--- config.mk ---
export PLATFORM = sky130hd
export DESIGN_NAME = difftest_uart_host
export DESIGN_NICKNAME = d
export VERILOG_FILES = /design/src/rtl/difftest_uart_pkg.sv /design/src/rtl/difftest_uart_fifo.sv /design/src/rtl/difftest_uart_host.sv
export SDC_FILE = /design/constraint.sdc
export NUM_CORES = 1
export LEC_CHECK = 0
export CAP_MARGIN = 10
export CORE_MARGIN = 2
export CORE_UTILIZATION = 45
export DETAILED_ROUTE_END_ITERATION = 12
export DONT_BUFFER_PORTS = 1
export GPL_TIMING_DRIVEN = 0
export SLEW_MARGIN = 20
export SYNTH_ARGS = -nofsm -noshare
export SYNTH_HDL_FRONTEND = slang
export SYNTH_SLANG_ARGS = --single-unit
--- constraint.sdc ---
create_clock -name clock -period 2.7 [get_ports clock]
set_input_delay 0.27 -clock clock [delete_from_list [all_inputs] [get_ports clock]]
set_output_delay 0.27 -clock clock [all_outputs]
set_load 0.02 [all_outputs]
--- src/rtl/difftest_uart_pkg.sv ---
// rtl/difftest_uart_pkg.sv - shared types and constants for the difftest UART host endpoint
package difftest_uart_pkg;

  typedef logic [7:0] uart_ch_t;

  // Byte handed to a getc that finds the input queue empty
  localparam uart_ch_t EMPTY_CH_DEFAULT = 8'hFF;

  // Width of the optional saturating statistics counters
  localparam int STAT_W = 32;

endpackage

--- src/rtl/difftest_uart_fifo.sv ---
// rtl/difftest_uart_fifo.sv - show-ahead byte FIFO with push/pop/full/empty/count
module difftest_uart_fifo
  import difftest_uart_pkg::*;
#(
  parameter int DEPTH = 16
) (
  input  logic                     clk,
  input  logic                     rst_n,
  input  logic                     push,
  input  uart_ch_t                 push_ch,
  input  logic                     pop,
  output uart_ch_t                 head_ch,
  output logic                     full,
  output logic                     empty,
  output logic [$clog2(DEPTH):0]   count
);

  localparam int PTR_W = $clog2(DEPTH);
  localparam int CNT_W = PTR_W + 1;
  localparam logic [CNT_W-1:0] FULL_CNT = CNT_W'(DEPTH);

  uart_ch_t          mem_q [DEPTH];
  uart_ch_t          mem_d [DEPTH];
  logic [PTR_W-1:0]  wr_ptr_q, wr_ptr_d;
  logic [PTR_W-1:0]  rd_ptr_q, rd_ptr_d;
  logic [CNT_W-1:0]  count_q, count_d;
  logic              push_en;
  logic              pop_en;

  // A pop frees the slot a same-cycle push needs, so a full FIFO still accepts push+pop
  always_comb begin
    pop_en   = pop && (count_q != '0);
    push_en  = push && ((count_q != FULL_CNT) || pop_en);
    mem_d    = mem_q;
    wr_ptr_d = wr_ptr_q;
    rd_ptr_d = rd_ptr_q;
    if (push_en) begin
      mem_d[wr_ptr_q] = push_ch;
      wr_ptr_d        = wr_ptr_q + PTR_W'(1);
    end
    if (pop_en) begin
      rd_ptr_d = rd_ptr_q + PTR_W'(1);
    end
    count_d = count_q + CNT_W'(push_en) - CNT_W'(pop_en);
  end

  // Storage, pointers and occupancy; reset empties the FIFO
  always_ff @(posedge clk or negedge rst_n) begin
    if (!rst_n) begin
      for (int i = 0; i < DEPTH; i++) mem_q[i] <= '0;
      wr_ptr_q <= '0;
      rd_ptr_q <= '0;
      count_q  <= '0;
    end else begin
      mem_q    <= mem_d;
      wr_ptr_q <= wr_ptr_d;
      rd_ptr_q <= rd_ptr_d;
      count_q  <= count_d;
    end
  end

  assign head_ch = mem_q[rd_ptr_q];
  assign full    = (count_q == FULL_CNT);
  assign empty   = (count_q == '0);
  assign count   = count_q;

endmodule

--- src/rtl/difftest_uart_host.sv ---
// rtl/difftest_uart_host.sv - SimTop UART putc capture and getc feed (stats under DIFFTEST_UART_STATS_EN)
module difftest_uart_host
  import difftest_uart_pkg::*;
#(
  parameter int       OUT_DEPTH = 16,
  parameter int       IN_DEPTH  = 16,
  parameter uart_ch_t EMPTY_CH  = EMPTY_CH_DEFAULT
) (
  input  logic              clock,
  input  logic              reset_n,
  input  logic              uart_out_valid,
  input  logic [7:0]        uart_out_ch,
  input  logic              uart_in_valid,
  output logic [7:0]        uart_in_ch,
  output logic              host_out_valid,
  output logic [7:0]        host_out_ch,
  input  logic              host_out_ready,
  input  logic              host_in_valid,
  input  logic [7:0]        host_in_ch,
  output logic              host_in_ready,
  output logic              out_overflow
`ifdef DIFFTEST_UART_STATS_EN
  ,
  output logic [STAT_W-1:0] out_count,
  output logic [STAT_W-1:0] in_count,
  output logic [STAT_W-1:0] starve_count
`endif
);

  uart_ch_t                   out_head;
  logic                       out_full;
  logic                       out_empty;
  logic [$clog2(OUT_DEPTH):0] out_cnt;
  uart_ch_t                   in_head;
  logic                       in_full;
  logic                       in_empty;
  logic [$clog2(IN_DEPTH):0]  in_cnt;
  logic                       out_pop;
  logic                       in_push;
  logic                       in_pop;
  logic                       rdy_q, rdy_d;
  logic                       ovf_q, ovf_d;
  logic                       unused_cnt;

  assign unused_cnt = ^{out_cnt, in_cnt};

  difftest_uart_fifo #(.DEPTH(OUT_DEPTH)) u_out_fifo (
    .clk     (clock),
    .rst_n   (reset_n),
    .push    (uart_out_valid),
    .push_ch (uart_out_ch),
    .pop     (out_pop),
    .head_ch (out_head),
    .full    (out_full),
    .empty   (out_empty),
    .count   (out_cnt)
  );

  difftest_uart_fifo #(.DEPTH(IN_DEPTH)) u_in_fifo (
    .clk     (clock),
    .rst_n   (reset_n),
    .push    (in_push),
    .push_ch (host_in_ch),
    .pop     (in_pop),
    .head_ch (in_head),
    .full    (in_full),
    .empty   (in_empty),
    .count   (in_cnt)
  );

  // Handshakes; rdy_q holds host_in_ready low until the first edge after reset release
  always_comb begin
    host_out_valid = !out_empty;
    host_out_ch    = out_empty ? 8'h00 : out_head;
    out_pop        = host_out_valid && host_out_ready;
    host_in_ready  = rdy_q && !in_full;
    in_push        = host_in_valid && host_in_ready;
    in_pop         = uart_in_valid && !in_empty;
    uart_in_ch     = in_empty ? EMPTY_CH : in_head;
    rdy_d          = 1'b1;
    ovf_d          = ovf_q || (uart_out_valid && out_full && !out_pop);
    out_overflow   = ovf_q;
  end

  // Ready-enable and sticky overflow flag
  always_ff @(posedge clock or negedge reset_n) begin
    if (!reset_n) begin
      rdy_q <= 1'b0;
      ovf_q <= 1'b0;
    end else begin
      rdy_q <= rdy_d;
      ovf_q <= ovf_d;
    end
  end

`ifdef DIFFTEST_UART_STATS_EN
  logic [STAT_W-1:0] out_count_q, out_count_d;
  logic [STAT_W-1:0] in_count_q, in_count_d;
  logic [STAT_W-1:0] starve_count_q, starve_count_d;

  // Saturating event counters: captured putc, served getc, starved getc
  always_comb begin
    out_count_d    = out_count_q;
    in_count_d     = in_count_q;
    starve_count_d = starve_count_q;
    if (uart_out_valid && (out_count_q != '1)) out_count_d = out_count_q + 1'b1;
    if (in_pop && (in_count_q != '1)) in_count_d = in_count_q + 1'b1;
    if (uart_in_valid && in_empty && (starve_count_q != '1)) starve_count_d = starve_count_q + 1'b1;
  end

  // Counter registers
  always_ff @(posedge clock or negedge reset_n) begin
    if (!reset_n) begin
      out_count_q    <= '0;
      in_count_q     <= '0;
      starve_count_q <= '0;
    end else begin
      out_count_q    <= out_count_d;
      in_count_q     <= in_count_d;
      starve_count_q <= starve_count_d;
    end
  end

  assign out_count    = out_count_q;
  assign in_count     = in_count_q;
  assign starve_count = starve_count_q;
`endif

endmodule
# Yosys cells after proc, flatten, opt, wreduce, memory -nomap -nowiden
# Index checks and enable logic that the tools add are counted.
# W data, S select, Z words.
totals:
  input_bits: 22
  out_inout_bits: 19
  wordCells: 99
  ff_bits: 284
op_classes:
  n_lt_le_gt_ge: 6
  n_bitwise: 4
  muxes: 14
  n_eq_ne: 4
  reduce_logical: 23
  add_sub_neg: 8
ops:
  columns: ["op", "count"]
  rows:
  - ["$bwmux W128", 2]
  - ["$bmux W8 S4", 2]
  - ["$demux W8 S4", 2]
  - ["$mux W8", 8]
  - ["$ge A5 B5 Y1 const B", 4]
  - ["$not A4 Y5", 4]
  - ["$add A4 B1 Y4 const B", 4]
  - ["$logic_and A1 B1 Y1", 12]
  - ["$add A5 B1 Y5", 2]
  - ["$eq A5 B5 Y1 const B", 2]
  - ["$logic_not A5 Y1", 2]
  - ["$lt A5 B1 Y1 const B", 2]
  - ["$ne A5 B5 Y1 const B", 2]
  - ["$reduce_bool A5 Y1", 2]
  - ["$sub A5 B1 Y5", 2]
  - ["$logic_not A1 Y1", 4]
  - ["$logic_or A1 B1 Y1", 3]

# Depth between registers and ports, before layout
logic_depth:
  ltp_word: 8
  depth_mapped: 13
  mapped_depth_nobuf: 12

# Modules after synthesis
# Synthesis repeated with hierarchy kept, for this count alone.
hier_totals:
  cells_unflattened: 874
  area_unflattened_um2: 13648.1
by_module_without_submodules:
  columns: ["module", "area_per_inst_um2", "seq_area_each_um2", "cells_each", "n_inst"]
  rows:
  - ["difftest_uart_fifo (u_in_fifo)", 6729.0, 3528.4, 424, 1]
  - ["difftest_uart_fifo (u_out_fifo)", 6702.7, 3528.4, 424, 1]
  - ["difftest_uart_host", 216.5, 50.0, 26, 1]

# Worst setup path after synthesis
# OpenSTA, ideal clock, no wires.
synth_timing:
  path_type: "reg-to-reg"
  startpoint: "reg u_out_fifo.count_q[3] (netlist: u_out_fifo.count[3])"
  endpoint: "reg u_out_fifo.count_q[4] (netlist: u_out_fifo.count[4])"
  required_time_ps: 2577
  path_stages_with_launch: 14
  synth_period_minus_slack_ps: 2829
  setup_ps: 123
  path_buffers: 1
  arrival_time_ps: 2707
  setup_slack_ps: -129
  path_cell_list: "dfrtp_1 inv_1 ha_1 or4b_4 and2_1 clkbuf_1 ha_1 inv_1 ha_1 fa_1 a21oi_1 nor2_1 nor2_1 xnor2_1"
synth_between:
  elab_chain_len: 8
  word_cells_on_any_way: 10
  classes_between: "add/sub (2); eq/ne (1); reduce/logical (7)"
synth_rtl:
  columns: ["item", "line", "text"]
  rows:
  - ["start: declaration", "difftest_uart_fifo.sv:26", "logic [CNT_W-1:0] count_q, count_d;"]
  - ["start signal: assignment", "difftest_uart_fifo.sv:58", "count_q <= count_d;"]
  - ["$logic_not A5 Y1 (*)", "difftest_uart_fifo.sv:64", "assign empty = (count_q == '0);"]
  - ["$logic_not A1 Y1 (*)", "difftest_uart_host.sv:73", "host_out_valid = !out_empty;"]
  - ["via host_out_valid", "difftest_uart_host.sv:15", "output logic host_out_valid,"]
  - ["$logic_and A1 B1 Y1 (*)", "difftest_uart_host.sv:75", "out_pop = host_out_valid && host_out_ready;"]
  - ["$logic_and A1 B1 Y1 (*)", "difftest_uart_fifo.sv:32", "pop_en = pop && (count_q != '0);"]
  - ["via u_out_fifo.pop_en", "difftest_uart_fifo.sv:28", "logic pop_en;"]
  - ["$logic_or A1 B1 Y1", "difftest_uart_fifo.sv:33", "push_en = push && ((count_q != FULL_CNT) || pop_en);"]
  - ["$logic_and A1 B1 Y1", "difftest_uart_fifo.sv:33", null]
  - ["$add A5 B1 Y5", "difftest_uart_fifo.sv:44", "count_d = count_q + CNT_W'(push_en) - CNT_W'(pop_en);"]
  - ["$sub A5 B1 Y5 (*)", "difftest_uart_fifo.sv:44", null]
  - ["via u_out_fifo.count_d[4]", "difftest_uart_fifo.sv:26", null]
# The timed path passes the listed nets; every way through them passes the cells marked *.
# A chain may end at the register's enable or synchronous reset.

# Final worst setup path
layout_timing:
  startpoint: "reg u_out_fifo.count_q[2] (netlist: u_out_fifo.count[2])"
  endpoint: "reg u_out_fifo.count_q[4] (netlist: u_out_fifo.count[4])"
layout_between:
  elab_chain_len: 8
  word_cells_on_any_way: 10
  classes_between: "add/sub (2); eq/ne (1); reduce/logical (7)"
layout_rtl:
  columns: ["item", "line"]
  rows:
  - ["$logic_not A5 Y1 (*)", "difftest_uart_fifo.sv:64"]
  - ["$logic_not A1 Y1 (*)", "difftest_uart_host.sv:73"]
  - ["via host_out_valid", "difftest_uart_host.sv:15"]
  - ["$logic_and A1 B1 Y1 (*)", "difftest_uart_host.sv:75"]
  - ["$logic_and A1 B1 Y1 (*)", "difftest_uart_fifo.sv:32"]
  - ["$logic_or A1 B1 Y1", "difftest_uart_fifo.sv:33"]
  - ["$logic_and A1 B1 Y1", "difftest_uart_fifo.sv:33"]
  - ["$add A5 B1 Y5", "difftest_uart_fifo.sv:44"]
  - ["$sub A5 B1 Y5 (*)", "difftest_uart_fifo.sv:44"]
  - ["via u_out_fifo.count_d[4]", "difftest_uart_fifo.sv:26"]
# Marked as above.

==> flow_metrics.env <==
export IMPL_min_period_ps=2664
export IMPL_num_rows=63
export IMPL_fmax_mhz=375.3
export IMPL_h_tree_depth=2
export IMPL_wirelength_mm=28.99
export IMPL_cp_end_kind="flop"
export IMPL_p_per_area_mw_per_mm2=1289
export IMPL_die_w_um=176.4
export IMPL_violations="hold timing"
export IMPL_setup_tns_ps=0
export IMPL_layoutNonFillerInstCount=1345
export IMPL_placedCellCount=1262
export IMPL_boundaryPins=41
export IMPL_cp_max_fo=4
export IMPL_post_route_period_util_pct=98.68
export IMPL_layout_setup_ws_ps=35.54
export IMPL_rsz0062_at_grt="yes"
export IMPL_cp_cell_sequence="inv_2 > ha_4 > or4b_4 > and2_4 > ha_4 > inv_2 > ha_4 > fa_2 > a21oi_2 > nor2_1 > nor2_1 > xnor2_1"
export IMPL_cp_arrival_ps=3080
export IMPL_max_stage_delay_ps=540
export IMPL_ys_warn_count=0
export IMPL_finalSetupViolCount=0
export IMPL_synth_cells=872
export IMPL_ff2ff_setup_slack_ps=40
export IMPL_grt_antenna_before_repair=0
export IMPL_vias=7447
export IMPL_dp_slack_ps=-626.0
export IMPL_gp_congestion=0.7537
export IMPL_synth_top_area_share_pct=53.12
export IMPL_post_drt_via_cell_ratio=5.537
export IMPL_required_ps=3120
export IMPL_fin_total_pwr_mw=19.94
export IMPL_drt_initial_drc_count=284
export IMPL_cts_root_buf="clkbuf_16"
export IMPL_synthesis_nets=918
export IMPL_grt_max_degree=285
export IMPL_ir_worst_vdd_v=0.0006251
export IMPL_cts_sinks=284
export IMPL_cpMostUsedCell="ha_4"
export IMPL_place_area_mm2=0.01391
export IMPL_status="finished with violations"
export IMPL_postCtsHoldBufs=17
export IMPL_cts_tree="done"
export IMPL_final_cell_area_mm2=0.01547
export IMPL_coreArea_mm2=0.02948
export IMPL_holdCritPathClass="input pin to asynchronous set/reset pin"
export IMPL_leakage_nw=6.874
export IMPL_synth_area_mm2=0.01338
export IMPL_cts_buffer_depth=3
export IMPL_layout_drive_gt1_share_pct=48.90
export IMPL_remaining_drc_errors=0
export IMPL_clkLatencyLatePin_ps=520
export IMPL_syn_area_per_cell_um2=15.34
export IMPL_timing_rr_start="u_out_fifo.count[2]"
export IMPL_tightest_slew_ps=799.3
export IMPL_final_antenna_net_count=0
export IMPL_wl_per_cell_um=21.55
export IMPL_grt_pass1_wl_mm=46.44
export IMPL_whs_ps=-550.4
export IMPL_synth_seq_cells=284
export IMPL_startpoint="u_out_fifo.count[2]"
export IMPL_drv_slew=0
export IMPL_slew_headroom_pct=46.55
export IMPL_die_h_um=176.4
export IMPL_rr_worst_depth=12
export IMPL_grt_pass1_vias=7899
export IMPL_critPathKind="flop to flop"
export IMPL_critPathSlowestCell="or4b_4"
export IMPL_synth_top_area_cell="dfrtp_1"
export IMPL_hold_viol_final=284
export IMPL_start_util_pct=45.38
export IMPL_layout_nets=976
export IMPL_ys_types=43
export IMPL_clk_pin_slew_worst_paths_ps=60
export IMPL_maxCapViolCount=0
export IMPL_clock_skew_ps=22.88
export IMPL_track_usage_pct=19.53
export IMPL_antennaDiodeCount=0
export IMPL_grt_overflow=0
export IMPL_cts_made_buffers=34
export IMPL_reg2reg_to="u_out_fifo.count[4]"
export IMPL_yosys_top_cells_area="dfrtp_1, mux2_2, mux4_2"
export IMPL_area_growth_pct=15.64
export IMPL_hpwl_mm=18.66
export IMPL_fin_util_pct=52.48
export IMPL_startpoint_type="flop"
export IMPL_numPortBuffers=0
export IMPL_dieArea_mm2=0.03113
export IMPL_dr_pass1_iters=4
export IMPL_ys_seq_area_share_pct=53.12
[worst max path at each step]
stage	end	slack, ps	cells past startpoint
floorplan	u_out_fifo.count[4]	-10	13
global placement	u_in_fifo.count[4]	-570	13
detailed placement	u_in_fifo.count[4]	-630	13
CTS	host_out_ch[4]	-20	5
global route	u_out_fifo.count[4]	-60	12
finish	u_out_fifo.count[4]	40	12
[where the power goes]
group / total, mW / switching, mW / internal, mW / leakage, nW
registers: 7.25 / 1.02 / 6.23 / 3.57
clock network: 4.79 / 1.80 / 2.99 / 0.575
logic: 7.90 / 3.74 / 4.16 / 2.73
total: 19.9 / 6.56 / 13.4 / 6.87
[cell usage in the layout, fill, tap and decap left out, drive strengths merged]
master / synthesis / layout
dfrtp: 284 / 284
mux2: 258 / 258
clkbuf: 25 / 71
mux4: 56 / 56
mux2i: 40 / 40
buf: 29 / 36
ha: 22 / 22
nand2: 20 / 20
dlygate4sd3: 0 / 17
inv: 17 / 17
xnor2: 14 / 14
nand3: 12 / 12
nand4: 12 / 12
o21ai: 10 / 10
nand2b: 9 / 9
a31oi: 9 / 9
a22oi: 8 / 8
nor2: 8 / 8
o22ai: 8 / 8
clkinv: 0 / 7
xor2: 6 / 6
nor2b: 5 / 5
bufinv: 0 / 5
a21oi: 4 / 4
nor4b: 2 / 2
a21o: 2 / 2
fa: 2 / 2
and4bb: 1 / 1
and3b: 1 / 1
or4b: 1 / 1
and2: 1 / 1
a41o: 1 / 1
and2b: 1 / 1
nand3b: 1 / 1
nor3b: 1 / 1
and4b: 1 / 1
clkinvlp: 0 / 1
conb: 1 / 1
[routing by layer]
metal / up-vias / routed length [um] / track usage (%)
met2: 100 / 13530 / 30.64
li1: 3362 / - / -
met4: 0 / 571 / 5.854
met5: - / 0 / 0
met1: 3945 / 13960 / 28.54
met3: 40 / 929 / 2.541
[final cells by class]
| type | count | area (um2) |
|---|---|---|
| tap | 390 | 488.0 |
| timing repair buffer | 26 | 237.7 |
| multi-input combinational | 517 | 6092 |
| inverter | 17 | 63.81 |
| clock buffer | 48 | 964.7 |
| clock inverter | 13 | 219.0 |
| sequential | 284 | 7108 |
| fill | 2508 | 14010 |
| buffer | 50 | 297.8 |
[state kept, by name, summed over array words and instances (netlist names)]
| name | flops |
|---|---|
| u_out_fifo.rd_ptr_q | 4 |
| u_in_fifo.count | 5 |
| u_in_fifo.wr_ptr_q | 4 |
| u_out_fifo.count | 5 |
| rdy_q | 1 |
| u_in_fifo.mem_q | 128 |
| out_overflow | 1 |
| u_in_fifo.rd_ptr_q | 4 |
| u_out_fifo.mem_q | 128 |
| u_out_fifo.wr_ptr_q | 4 |
[what timing repair did]
item / 4_1_cts / 5_1_grt
endpoints found under the setup margin: 21 / 17
setup buffers: 7 / 2
pin swaps: 6 / 1
hold endpoints to repair: 381 / 284
resized for setup: 45 / 12
gates cloned: 0 / 0
[synthesized netlist by cell type (all sizes together)]
library cell,n
dfrtp,284
mux2,258
mux4,56
mux2i,40
buf,29
clkbuf,25
ha,22
nand2,20
inv,17
xnor2,14
nand3,12
nand4,12
o21ai,10
a31oi,9
nand2b,9
a22oi,8
nor2,8
o22ai,8
xor2,6
nor2b,5
a21oi,4
a21o,2
fa,2
nor4b,2
a41o,1
and2,1
and2b,1
and3b,1
and4b,1
and4bb,1
conb,1
nand3b,1
nor3b,1
or4b,1
[worst max-delay path: cells and delay by family, from the launching register on]
kind | cells | cell delay (ps)
XOR/XNOR | 1 | 130
AO/OA/AOI/OAI | 1 | 150
buffers and inverters | 2 | 110
flip-flops | 1 | 400
adder cells (fa/ha/maj) | 4 | 880
AND/OR/NAND/NOR | 4 | 910
[cells by family (layout without fill, tap and decap cells)]
logic type      Yosys count  count (layout)  share of synthesized area (%)
fa+ha+maj                24              24                          2.357
xor+xnor                 20              20                          1.309
compound gates           42              42                          2.001
flops                   284             284                          53.12
simple gates             76              76                          4.685
other cells               1               1                        0.02803
mux                     354             354                          34.13
buf+inv                  71             154                          2.366
(Power assumes the default switching activity.)
